==> src/rtl/mm_pkg.sv <==
// Shared types and default sizing for the matrix-multiply result path.
package mm_pkg;

    localparam int unsigned N_DEF      = 16;
    localparam int unsigned DATA_W_DEF = 32;
    localparam int unsigned ADDR_W_DEF = $clog2(N_DEF * N_DEF);

    typedef enum logic [1:0] {
        IDLE   = 2'd0,
        STREAM = 2'd1,
        DRAIN  = 2'd2
    } streamer_state_t;

    // Buffered result word tagged with the BRAM address it was read from.
    typedef struct packed {
        logic [DATA_W_DEF-1:0] data;
        logic [ADDR_W_DEF-1:0] addr;
    } buf_entry_t;

endpackage

==> src/rtl/result_streamer_if.sv <==
// Valid/ready result stream carrying the word plus its matrix coordinates.
interface result_streamer_if
    import mm_pkg::*;
#(
    parameter int unsigned DATA_W = DATA_W_DEF,
    parameter int unsigned IDX_W  = $clog2(N_DEF)
);

    logic [DATA_W-1:0] out_data;
    logic              out_valid;
    logic              out_ready;
    logic              out_last;
    logic [IDX_W-1:0]  out_row;
    logic [IDX_W-1:0]  out_col;

    modport master (
        output out_data,
        output out_valid,
        output out_last,
        output out_row,
        output out_col,
        input  out_ready
    );

    modport slave (
        input  out_data,
        input  out_valid,
        input  out_last,
        input  out_row,
        input  out_col,
        output out_ready
    );

endinterface

==> src/rtl/result_streamer_fifo2.sv <==
// Two-entry FIFO with the head held in a fixed register so it drives outputs directly.
module fifo2
    import mm_pkg::*;
#(
    parameter type entry_t = buf_entry_t
) (
    input  logic       clk,
    input  logic       rst,
    input  logic       push,
    input  entry_t     push_data,
    input  logic       pop,
    output entry_t     head,
    output logic       full,
    output logic       empty,
    output logic [1:0] count
);

    entry_t slot0_q, slot0_d;
    entry_t slot1_q, slot1_d;
    logic   v0_q, v0_d;
    logic   v1_q, v1_d;
    logic   do_pop;

    assign do_pop = pop & v0_q;

    // Shift-style update: slot1 always moves into slot0 on a pop.
    always_comb begin
        slot0_d = slot0_q;
        slot1_d = slot1_q;
        v0_d    = v0_q;
        v1_d    = v1_q;
        if (do_pop) begin
            if (v1_q) begin
                slot0_d = slot1_q;
                if (push) begin
                    slot1_d = push_data;
                end else begin
                    v1_d = 1'b0;
                end
            end else if (push) begin
                slot0_d = push_data;
            end else begin
                v0_d = 1'b0;
            end
        end else if (push) begin
            if (!v0_q) begin
                slot0_d = push_data;
                v0_d    = 1'b1;
            end else if (!v1_q) begin
                slot1_d = push_data;
                v1_d    = 1'b1;
            end
        end
    end

    always_ff @(posedge clk or negedge rst) begin
        if (!rst) begin
            slot0_q <= '0;
            slot1_q <= '0;
            v0_q    <= 1'b0;
            v1_q    <= 1'b0;
        end else begin
            slot0_q <= slot0_d;
            slot1_q <= slot1_d;
            v0_q    <= v0_d;
            v1_q    <= v1_d;
        end
    end

    assign head  = slot0_q;
    assign full  = v1_q;
    assign empty = !v0_q;
    assign count = v1_q ? 2'd2 : (v0_q ? 2'd1 : 2'd0);

endmodule

==> src/rtl/result_streamer.sv <==
// Streams the N*N result matrix out of the result BRAM in row-major order,
// hiding the 1-cycle read latency behind a credit-controlled 2-entry buffer.
module result_streamer
    import mm_pkg::*;
#(
    parameter int unsigned N      = N_DEF,
    parameter int unsigned DATA_W = DATA_W_DEF,
    parameter int unsigned ADDR_W = $clog2(N * N)
) (
    input  logic              clk,
    input  logic              rst,
    input  logic              start,
    output logic              busy,
    output logic              done,
    output logic [ADDR_W-1:0] mem_addr,
    output logic              mem_rden,
    input  logic [DATA_W-1:0] mem_q,
    result_streamer_if.master out_if
);

    localparam int unsigned IDX_W = $clog2(N);
    localparam int unsigned CNT_W = ADDR_W + 1;
    localparam int unsigned WORDS = N * N;

    typedef struct packed {
        logic [DATA_W-1:0] data;
        logic [ADDR_W-1:0] addr;
    } entry_t;

    streamer_state_t   state_q, state_d;
    logic [CNT_W-1:0]  rd_cnt_q, rd_cnt_d;
    logic [ADDR_W-1:0] mem_addr_q, mem_addr_d;
    logic              inflight_q;
    logic              busy_q, busy_d;
    logic              done_q, done_d;
    logic              issue_c;

    entry_t            head;
    entry_t            push_entry;
    logic              fifo_full;
    logic              fifo_empty;
    logic [1:0]        fifo_count;
    logic              pop_c;
    logic [2:0]        occ_c;
    logic              room_c;

    assign pop_c      = !fifo_empty & out_if.out_ready;
    assign push_entry = '{data: mem_q, addr: mem_addr_q};

    // A new read is allowed only if its word is sure to find a free slot.
    assign occ_c  = 3'(fifo_count) + 3'(inflight_q);
    assign room_c = occ_c < (3'd2 + 3'(pop_c));

    always_comb begin
        state_d    = state_q;
        rd_cnt_d   = rd_cnt_q;
        mem_addr_d = mem_addr_q;
        done_d     = 1'b0;
        issue_c    = 1'b0;
        case (state_q)
            IDLE: begin
                if (start) begin
                    state_d  = STREAM;
                    rd_cnt_d = '0;
                end
            end
            STREAM: begin
                if ((rd_cnt_q < CNT_W'(WORDS)) && room_c) begin
                    issue_c    = 1'b1;
                    mem_addr_d = rd_cnt_q[ADDR_W-1:0];
                    rd_cnt_d   = rd_cnt_q + CNT_W'(1);
                end
                if (rd_cnt_d == CNT_W'(WORDS)) begin
                    state_d = DRAIN;
                end
            end
            DRAIN: begin
                // Leave as the last word is handed off so done lands the cycle after.
                if (!inflight_q && (fifo_empty || (fifo_count == 2'd1 && pop_c))) begin
                    state_d = IDLE;
                    done_d  = 1'b1;
                end
            end
            default: state_d = IDLE;
        endcase
        busy_d = (state_d != IDLE);
    end

    always_ff @(posedge clk or negedge rst) begin
        if (!rst) begin
            state_q    <= IDLE;
            rd_cnt_q   <= '0;
            mem_addr_q <= '0;
            inflight_q <= 1'b0;
            busy_q     <= 1'b0;
            done_q     <= 1'b0;
        end else begin
            state_q    <= state_d;
            rd_cnt_q   <= rd_cnt_d;
            mem_addr_q <= mem_addr_d;
            inflight_q <= issue_c;
            busy_q     <= busy_d;
            done_q     <= done_d;
        end
    end

    fifo2 #(
        .entry_t(entry_t)
    ) u_fifo (
        .clk      (clk),
        .rst      (rst),
        .push     (inflight_q),
        .push_data(push_entry),
        .pop      (pop_c),
        .head     (head),
        .full     (fifo_full),
        .empty    (fifo_empty),
        .count    (fifo_count)
    );

    no_overflow: assert property (@(posedge clk) disable iff (!rst)
        !(fifo_full && inflight_q && !pop_c));

    assign busy     = busy_q;
    assign done     = done_q;
    assign mem_rden = issue_c;
    assign mem_addr = issue_c ? rd_cnt_q[ADDR_W-1:0] : mem_addr_q;

    assign out_if.out_valid = !fifo_empty;
    assign out_if.out_data  = head.data;
    assign out_if.out_row   = IDX_W'(head.addr >> IDX_W);
    assign out_if.out_col   = head.addr[IDX_W-1:0];
    assign out_if.out_last  = (head.addr == ADDR_W'(WORDS - 1));

endmodule

==> src/flat_wrapper.sv <==
// flat-port wrapper written by rule: the top's interface ports become plain ports
module result_streamer_flat import mm_pkg::*;
#(
    parameter int unsigned N      = N_DEF,
    parameter int unsigned DATA_W = DATA_W_DEF,
    parameter int unsigned ADDR_W = $clog2(N * N)
)
  (clk, rst, start, busy, done, mem_addr, mem_rden, mem_q, out_if_out_data, out_if_out_valid, out_if_out_last, out_if_out_row, out_if_out_col, out_if_out_ready);
  result_streamer_if #(.DATA_W(DATA_W), .IDX_W(4)) out_if_i ();
  input  logic clk;
  input  logic rst;
  input  logic start;
  output logic busy;
  output logic done;
  output logic [ADDR_W-1:0] mem_addr;
  output logic mem_rden;
  input  logic [DATA_W-1:0] mem_q;
  output wire logic [$bits(out_if_i.out_data)-1:0] out_if_out_data;
  output wire logic [$bits(out_if_i.out_valid)-1:0] out_if_out_valid;
  output wire logic [$bits(out_if_i.out_last)-1:0] out_if_out_last;
  output wire logic [$bits(out_if_i.out_row)-1:0] out_if_out_row;
  output wire logic [$bits(out_if_i.out_col)-1:0] out_if_out_col;
  input wire logic [$bits(out_if_i.out_ready)-1:0] out_if_out_ready;
  assign out_if_out_data = out_if_i.out_data;
  assign out_if_out_valid = out_if_i.out_valid;
  assign out_if_out_last = out_if_i.out_last;
  assign out_if_out_row = out_if_i.out_row;
  assign out_if_out_col = out_if_i.out_col;
  assign out_if_i.out_ready = out_if_out_ready;
  result_streamer #(.N(N), .DATA_W(DATA_W), .ADDR_W(ADDR_W)) u_core (.clk(clk), .rst(rst), .start(start), .busy(busy), .done(done), .mem_addr(mem_addr), .mem_rden(mem_rden), .mem_q(mem_q), .out_if(out_if_i));
endmodule
==> config.mk <==
export PLATFORM = sky130hd
export DESIGN_NAME = result_streamer_flat
export DESIGN_NICKNAME = d
export VERILOG_FILES = /design/src/rtl/mm_pkg.sv /design/src/rtl/result_streamer_if.sv /design/src/rtl/result_streamer_fifo2.sv /design/src/rtl/result_streamer.sv /design/src/flat_wrapper.sv
export SDC_FILE = /design/constraint.sdc
export NUM_CORES = 1
export LEC_CHECK = 0
export ABC_CLOCK_PERIOD_IN_PS = 5200
export CAP_MARGIN = 20
export CORE_MARGIN = 2
export CORE_UTILIZATION = 45
export CTS_CLUSTER_SIZE = 16
export DETAILED_ROUTE_END_ITERATION = 8
export MAX_ROUTING_LAYER = met4
export PLACE_DENSITY_LB_ADDON = 0.15
export SLEW_MARGIN = 25
export SYNTH_ARGS = -nofsm -noshare
export SYNTH_HDL_FRONTEND = slang
export SYNTH_HIERARCHICAL = 1
export SYNTH_SLANG_ARGS = --single-unit
==> constraint.sdc <==
create_clock -name clk -period 5.2 [get_ports clk]
set_input_delay 1.56 -clock clk [delete_from_list [all_inputs] [get_ports clk]]
set_output_delay 1.56 -clock clk [all_outputs]
set_load 0.03 [all_outputs]
# Yosys cells after proc, flatten, opt, wreduce, memory -nomap -nowiden

Cells that the tools add are included.

Register bits: 104
Bits in latches: 0
RAM bits: 0
Bits in read-only memories: 0
Bits of input ports: 36
Output and inout bits: 53
Word-level logic and storage cells: 82
Memories kept: 0

Add/sub/neg operators: 3
Multipliers: 0
Divide/modulo/power cells: 0
Magnitude comparators: 2
Equal/unequal tests: 11
Shift operators: 0
Muxes and demuxes: 34
Bitwise logic cells: 2
Reduce and logical (&&, ||, !) cells: 18

Operators with widths:

| cell                                                | number |
|---|---|
| two-way mux 40 bit                                  | 10 |
| two-way mux 9 bit                                   | 3 |
| one-hot mux 9 bit (2 select lines)                  | 1 |
| two-way mux 1 bit                                   | 14 |
| nonzero test 2 bit                                  | 5 |
| adder 9 x 1 -> 9 bit, second input constant         | 1 |
| equality test 9 bit, second input constant          | 1 |
| < comparator 9 bit, second input constant           | 1 |
| equality test 8 bit, second input constant          | 1 |
| two-way mux 2 bit                                   | 4 |
| two-way mux 8 bit                                   | 1 |
| != test 2 bit, second input constant                | 4 |
| one-hot mux 2 bit (3 select lines)                  | 1 |
| AND reduction 2 bit                                 | 3 |
| AND reduction 3 bit                                 | 2 |
| equality test 2 x 1 -> 1 bit, second input constant | 2 |
| != test 2 x 1 -> 1 bit, second input constant       | 2 |
| AND reduction 4 bit                                 | 1 |
| adder 2 x 1 -> 3 bit                                | 1 |
| adder 2 x 1 -> 3 bit, first input constant          | 1 |
| logical AND 1 bit                                   | 3 |
| < comparator 3 bit                                  | 1 |
| bitwise AND 1 bit                                   | 2 |
| equality test 2 bit, second input constant          | 1 |
| 3 further kinds                                     | 4 |

# Depth between registers and ports, before layout

Gate-level depths: netlist (run 1).

Depth in word-level cells: 11
Depth in mapped cells: 9
Mapped depth without buffers: 8

# Cells and area by module

Netlist (run 1), hierarchy kept.

By module, submodules not included:

| module          | times used | cells an instance | area each (um^2) | sequential area each (um^2) |
|---|---|---|---|---|
| fifo2           | 1          | 371               | 4177.8           | 2052.0 |
| result_streamer | 1          | 119               | 1177.4           | 550.5 |

# Least setup slack after synthesis (run 1)

No wires, ideal clock.

Path kind: input to output
Start point: input out_if_out_ready
End point: output mem_addr[0]
Arrival time: 2982 ps
Data required time: 3640 ps
Slack: 658 ps
Stages on the path: 5
Buffers on the path: 0
Cells stage by stage: or3b_4 > a211o_4 > nor2_1 > nand2_2 > mux2_2

Cells in the longest elaborated chain, start to end: 7

Ends and longest elaborated chain:

| element              | RTL line               | text |
|---|---|---|
| start: declaration   | flat_wrapper.sv:23     | `input wire logic [$bits(out_if_i.out_ready)-1:0] out_if_out_ready;` |
| bitwise AND 1 bit    | result_streamer.sv:47  | `assign pop_c = !fifo_empty & out_if.out_ready;` |
| adder 2 x 1 -> 3 bit | result_streamer.sv:52  | `assign room_c = occ_c < (3'd2 + 3'(pop_c));` |
| < comparator 3 bit   | result_streamer.sv:52  |  |
| logical AND 1 bit    | result_streamer.sv:68  | `if ((rd_cnt_q < CNT_W'(WORDS)) && room_c) begin` |
| two-way mux 1 bit    | result_streamer.sv:68  |  |
| two-way mux 1 bit    | result_streamer.sv:60  | `case (state_q)` |
| two-way mux 8 bit    | result_streamer.sv:127 | `assign mem_addr = issue_c ? rd_cnt_q[ADDR_W-1:0] : mem_addr_q;` |
| end: declaration     | flat_wrapper.sv:15     | `output logic [ADDR_W-1:0] mem_addr;` |

Every way passes these cells.

# Final worst setup path (run 1)

Start point: input out_if_out_ready
End point: output mem_addr[2]

Same word-level chain as after synthesis.

==> results by group, run 1 <==
Place
  – Detailed placement HPWL: 8030 um
  – Pre-CTS WS: 0.0200 ns
  – Final GP Congestion: 0.837
  – DP Area: 6280 um^2
  – # port buffers: 88

Synth
  – Post-synthesis xor/xnor area fraction: 0.00327
  – Mux cell area share after synthesis: 0.140
  – Synth warnings: 6
  – Compound-Gate Fraction of Synth Area: 0.195
  – Synth Area in Simple Gates: 0.0937
  – Post-synthesis adder-cell area fraction: 0.00701
  – Yosys reg bits: 104
  – Synth Flop Type: dfrtp_1
  – EDFF count, synth: 0
  – Syn nets: 529
  – Sequential share of the synthesized area: 0.486
  – Count of cell types in the netlist: 42
  – Synthesized area per cell: 10.9 um^2
  – Post-synthesis cell area: 5360 um^2
  – Mapped Cells: 490
  – Synth async-reset ratio: 1.00
  – Largest family of logic cells by synthesized area: compound AO/OA/AOI/OAI gates

Worst setup path
  – Worst EP required: 3.64 ns
  – Critical Path End Type: output pin
  – Worst reg-to-reg path cell count: 9
  – Startpoint Class: input pin
  – Crit Path Class: input pin to output pin
  – WP data arrival: 3.55 ns
  – CP Max Fanout: 5

Drt
  – DRT iter0 DRCs: 575
  – WL/cell: 18.9 um
  – DRC viols: 8
  – Antenna Nets Post-Route: 0
  – DRT Wirelength: 13,400 um
  – Drt first pass iters: 9
  – Via density: 6.05
  – Vias: 4,280

STA
  – Clock skew: 0.00655 ns
  – RSZ-0062 raised after global routing: false
  – Tmin final: 5.11 ns
  – Worst Tran Pin Value: 0.828 ns
  – Highest clock rate: 196 MHz
  – Fin. max-slew vios: 0
  – Worst setup margin: 0.0873 ns
  – Rel. slew slack: 0.448
  – Finish-stage setup viols: 0
  – Fin crit share: 0.983
  – Setup TNS: 0 ns
  – Endpoints failing hold: 0

Floorplanning
  – Initial Utilization: 0.465
  – Die width: 113 um
  – Core Region: 11,500 um^2
  – Die Y: 113 um
  – Cell Rows: 39
  – I/O Pins: 89
  – Die ar.: 12,800 um^2

Global route
  – Largest net degree at the start of global routing: 88
  – Initial antenna violation count: 0
  – First-pass GRT wire length: 21,800 um
  – Total GRT Usage: 0.218
  – Vias in the first global route: 4,256
  – Grt ovf: 0

Clocking
  – Htree depth: 3
  – Hold-fix buffers, CTS: 0
  – CTS Buffer Depth: 2
  – Worst-skew pair later-pin latency: 0.35 ns
  – TritonCTS clock tree: done
  – Clock root buffer: clkbuf_16
  – CTS sink count: 104
  – Clock slew at reported path FFs: 0.06 ns
  – CTS buffer count: 9

Run status
  – Failing checks: DRC
  – Status: finished with violations

Min path
  – Worst hold path type: flip-flop to flip-flop
  – Hold path cells: 1

Power and ir drop
  – VDD IR max: 0.205 mV
  – Tot Pwr: 1730 uW
  – Power Density: 260 nW/um^2
  – Leak: 0.00291 uW

Layout
  – Layout area overhead: 24.1%
  – Share of layout cells above drive strength 1: 0.172
  – Ant. Diodes: 0
  – Multi-input gate area: 2390 um^2
  – Seq. cell area: 2610 um^2
  – Final core occ: 0.577
  – # fillers: 961
  – Nets: 599
  – Post-route cell area: 6650 um^2

Flow run
  – Max Cap Viol: 0
## critical path, stage by stage
cell	delay [ns]
clkdlybuf4s50_1	0.47
or3b_4	0.39
a211o_4	0.35
nor2_4	0.13
nand2_2	0.15
mux2_2	0.33
buf_4	0.17
## cells in the final DEF (no fill, tap or decap), drive strengths merged, types with 22 or more instances in the layout
cell           instances
nand2b                41
o22ai                 40
inv                   47
a222oi                40
o21ai                 53
dfrtp                104
clkdlybuf4s50         78
buf                   22
mux2                  49
## repair_timing
item | in CTS | in global routing
gates resized for setup | 0 | 3
setup buffers | 0 | 1
setup endpoints to repair | 0 | 8
## logic make-up (layout without fill, tap and decap cells)
logic type,after synthesis,after routing
AOI/OAI and AO/OA,150,150
and+or+nand+nor,88,89
muxes,54,54
DFF,104,104
xor gates and xnor gates,2,2
adders and majority gates,3,3
buffers and inverters,89,163
## worst paths after layout
path | start | endpoint | slack (ns)
hold / removal | u_core/u_fifo/slot1_q[35] | u_core/u_fifo/slot1_q[35] | 0.51
setup reg to reg | u_core/u_fifo/v0_q | u_core/state_q[1] | 2.46
setup / recovery | out_if_out_ready | mem_addr[2] | 0.09
hold reg to reg | u_core/u_fifo/slot1_q[35] | u_core/u_fifo/slot1_q[35] | 0.51
min in group asynchronous | rst | u_core/u_fifo/slot1_q[22] | 1.24
max in group asynchronous | rst | u_core/u_fifo/slot1_q[0] | 3.12
## cells in the mapped netlist (all sizes together) (2+ instances only)
library cell	instances	area share
nand2	11	0.0082
a211oi	2	0.0028
nand4	6	0.0070
xnor2	2	0.0033
ha	3	0.0070
nor3	3	0.0028
nor2b	3	0.0035
o22ai	40	0.047
nand2b	41	0.048
clkbuf	19	0.013
inv	47	0.033
buf	23	0.029
mux2i	5	0.0093
a21o	2	0.0028
nand3	4	0.0037
a222oi	40	0.075
a21oi	6	0.0056
nor4	2	0.0023
dfrtp	104	0.49
o21ai	53	0.050
mux2	49	0.13
nor2	12	0.0084
## report_power, final
group          internal [uW]  total, uW  switching (uW)
logic                   64.0        131            67.2
registers                823        838            14.6
clock network            469        762             293
## per-stage QoR
stage | std cells | hold WS (ns)
after floorplan | 490 | 0.473
after global placement | 690 | 0.492
after detailed placement | 690 | 0.493
after CTS | 706 | 0.517
after global routing | 708 | 0.530
final | 708 | 0.515
## sequential cells by signal, indices dropped and copies added (netlist names)
name,flops
u_core/done,1
u_core/busy,1
u_core/u_fifo/head,40
u_core/u_fifo/v0_q,1
u_core/u_fifo/full,1
u_core/state_q,2
u_core/inflight_q,1
u_core/rd_cnt_q,9
u_core/mem_addr_q,8
u_core/u_fifo/slot1_q,40
## cell type report
class                   instances  share of cell area
clock buffers                  10              0.0345
flip-flops and latches        104               0.392
multi-input cells             298               0.359
well taps                     143              0.0269
inverters                      47              0.0265
repair buffers                100               0.145
clock inverters                 6              0.0162
## routing by layer
layer,vias to the layer above,GRT usage,wire (um)
met1,2164,0.286,5910
li1,1967,-,-
met2,136,0.347,6640
met5,-,-,0
met3,13,0.0498,677
met4,0,0.0504,138
Power figures use the tool's default switching activity.
==> run 2: changes to the inputs <==
Settings changed: GPL_TIMING_DRIVEN from default to 0.
==> run 2 against run 1 <==
Effect of this change:
- the run still ends with DRC left
- combinational power increased by 3%
- critical path depth is 1 higher
- final cell count grew 4.8%
- largest cell class unchanged
==> results by group, run 2 (synthesis gave the netlist of run 1 again) <==
Floorplanning
  – Die width: 113 um
  – Die ar.: 12,800 um^2
  – Die Y: 113 um
  – Cell Rows: 39
  – Core Region: 11,500 um^2
  – Initial Utilization: 0.465
  – I/O Pins: 89

Global route
  – Met2 usage: 0.381
  – Vias in the first global route: 4,548
  – GR peak layer: met2
  – First-pass GRT wire length: 22,900 um
  – Met1 usage: 0.286
  – Met3 Track Usage GR: 0.0439
  – Largest net degree at the start of global routing: 54
  – Initial antenna violation count: 0
  – Grt ovf: 0
  – Total GRT Usage: 0.228

STA
  – Rel. slew slack: 0.528
  – Finish-stage setup viols: 0
  – Tmin final: 5.00 ns
  – Endpoints failing hold: 0
  – Fin. max-slew vios: 0
  – Final hold slack: 0.516 ns
  – RSZ-0062 raised after global routing: false
  – Fin crit share: 0.961
  – Highest clock rate: 200 MHz
  – Worst Tran Pin Value: 0.703 ns
  – Clock skew: 0.00681 ns

Layout
  – Most common cell after layout, fill and taps aside: dfrtp_1
  – Final Non-Filler Cells: 742
  – Layout area overhead: 25.5%
  – Share of layout cells above drive strength 1: 0.174
  – Ant. Diodes: 0
  – Commonest non-fill, non-tap cells in the layout: 104 x dfrtp_1, 77 x clkdlybuf4s50_1, 51 x o21ai_0
  – Nets: 633

Worst setup path
  – Crit-path cells: dlygate4sd2_1, or3b_4, a211o_4, nor2_4, nand2_2, buf_4, inv_1, clkdlybuf4s15_1
  – CP Max Fanout: 4
  – Critical Path End Type: output pin
  – Startpoint Class: input pin
  – Slowest stage delay, CP: 0.39 ns
  – Worst path slowest cell: or3b_4
  – Worst reg-to-reg path cell count: 10
  – Flop2flop setup slack: 2.01 ns
  – WP data arrival: 3.44 ns
  – Worst EP required: 3.64 ns
  – Crit Path Class: input pin to output pin

Clocking
  – Worst-skew pair later-pin latency: 0.34 ns
  – Clock root buffer: clkbuf_16
  – Clock slew at reported path FFs: 0.06 ns
  – Htree depth: 3
  – TritonCTS clock tree: done
  – CTS buffer count: 9
  – CTS Buffer Depth: 2
  – Hold-fix buffers, CTS: 0
  – CTS sink count: 104

Power and ir drop
  – Leak: 0.00298 uW
  – Int Power: 1220 uW
  – Power Density: 237 nW/um^2
  – NetSw: 369 uW
  – Net Sw Frac: 0.232
  – Logic pwr share: 0.085
  – VDD IR max: 0.155 mV
  – Share of power burned in registers: 0.525
  – Tot Pwr: 1590 uW
  – Clock power frac: 0.390

Run status
  – Status: finished with violations
  – Failing checks: DRC

Place
  – # port buffers: 88
  – Final GP Congestion: 0.866
  – Detailed placement HPWL: 9160 um
  – Inst Count DP: 722

Drt
  – Via density: 5.95
  – Antenna Nets Post-Route: 0
  – WL/cell: 18.8 um
  – DRT Wirelength: 14,000 um
  – DRT iter0 DRCs: 552
  – DRC viols: 8
  – Drt first pass iters: 9
  – Vias: 4,414

Flow run
  – Max Cap Viol: 0

Min path
  – Worst hold path type: flip-flop to flip-flop
  – Hold path cells: 1
## run 2: path summary, 6_finish.rpt
kind,start,endpoint
setup / recovery,out_if_out_ready,mem_rden
max in group asynchronous,rst,u_core/mem_addr_q[6]
hold reg to reg,u_core/u_fifo/slot1_q[36],u_core/u_fifo/slot1_q[36]
setup reg to reg,u_core/u_fifo/full,u_core/state_q[1]
min in group asynchronous,rst,u_core/u_fifo/head[22]
hold / removal,u_core/u_fifo/slot1_q[36],u_core/u_fifo/slot1_q[36]
## run 2: power by group through the flow
stage | registers, uW | logic (uW) | clock network, uW
after floorplan | 874 | 29.4 | 0
after global placement | 851 | 131 | 0
after detailed placement | 851 | 136 | 0
after CTS | 836 | 137 | 640
after global routing | 837 | 145 | 676
final | 836 | 135 | 621
## run 2: area by class of cell
type | count | area [um^2]
Tap cell | 143 | 179
Multi-Input combinational cell | 298 | 2370
Buffer | 41 | 221
Sequential cell | 104 | 2600
Clock buffer | 12 | 246
Inverter | 47 | 176
Clock inverter | 4 | 20.0
Fill cell | 1009 | 4800
Timing Repair Buffer | 93 | 901
## run 2: repair_timing
item / 4_1_cts / 5_1_grt
gates cloned: 1 / 0
resized for setup: 49 / 0
buffers inserted: 4 / 0
endpoints found under the setup margin: 9 / 6
pin swaps: 2 / 0
## run 2: metal layers
layer	wire length, um	vias up	share of wire
met5	0	-	0
met4	130	0	0.0093
met3	774	14	0.055
met2	7060	155	0.51
met1	6010	2216	0.43
li1	-	2029	-
## run 2: per-stage QoR
stage | setup slack, ns | utilization | setup TNS (ns) | area (um^2)
global route | 0.140 | 0.584 | 0 | 6720
finish | 0.201 | 0.584 | 0 | 6720
global placement | -1.46 | 0.557 | -156.31 | 6410
floorplan | 0.658 | - | 0 | 5360
CTS | 0.130 | 0.584 | 0 | 6720
detailed placement | -0.566 | 0.560 | -4.82 | 6440
## run 2: critical path, delay by kind of cell
kind,cells,cell delay (ns)
AO/OA/AOI/OAI,1,0.35
buffers and inverters,4,0.85
AND/OR/NAND/NOR,3,0.67
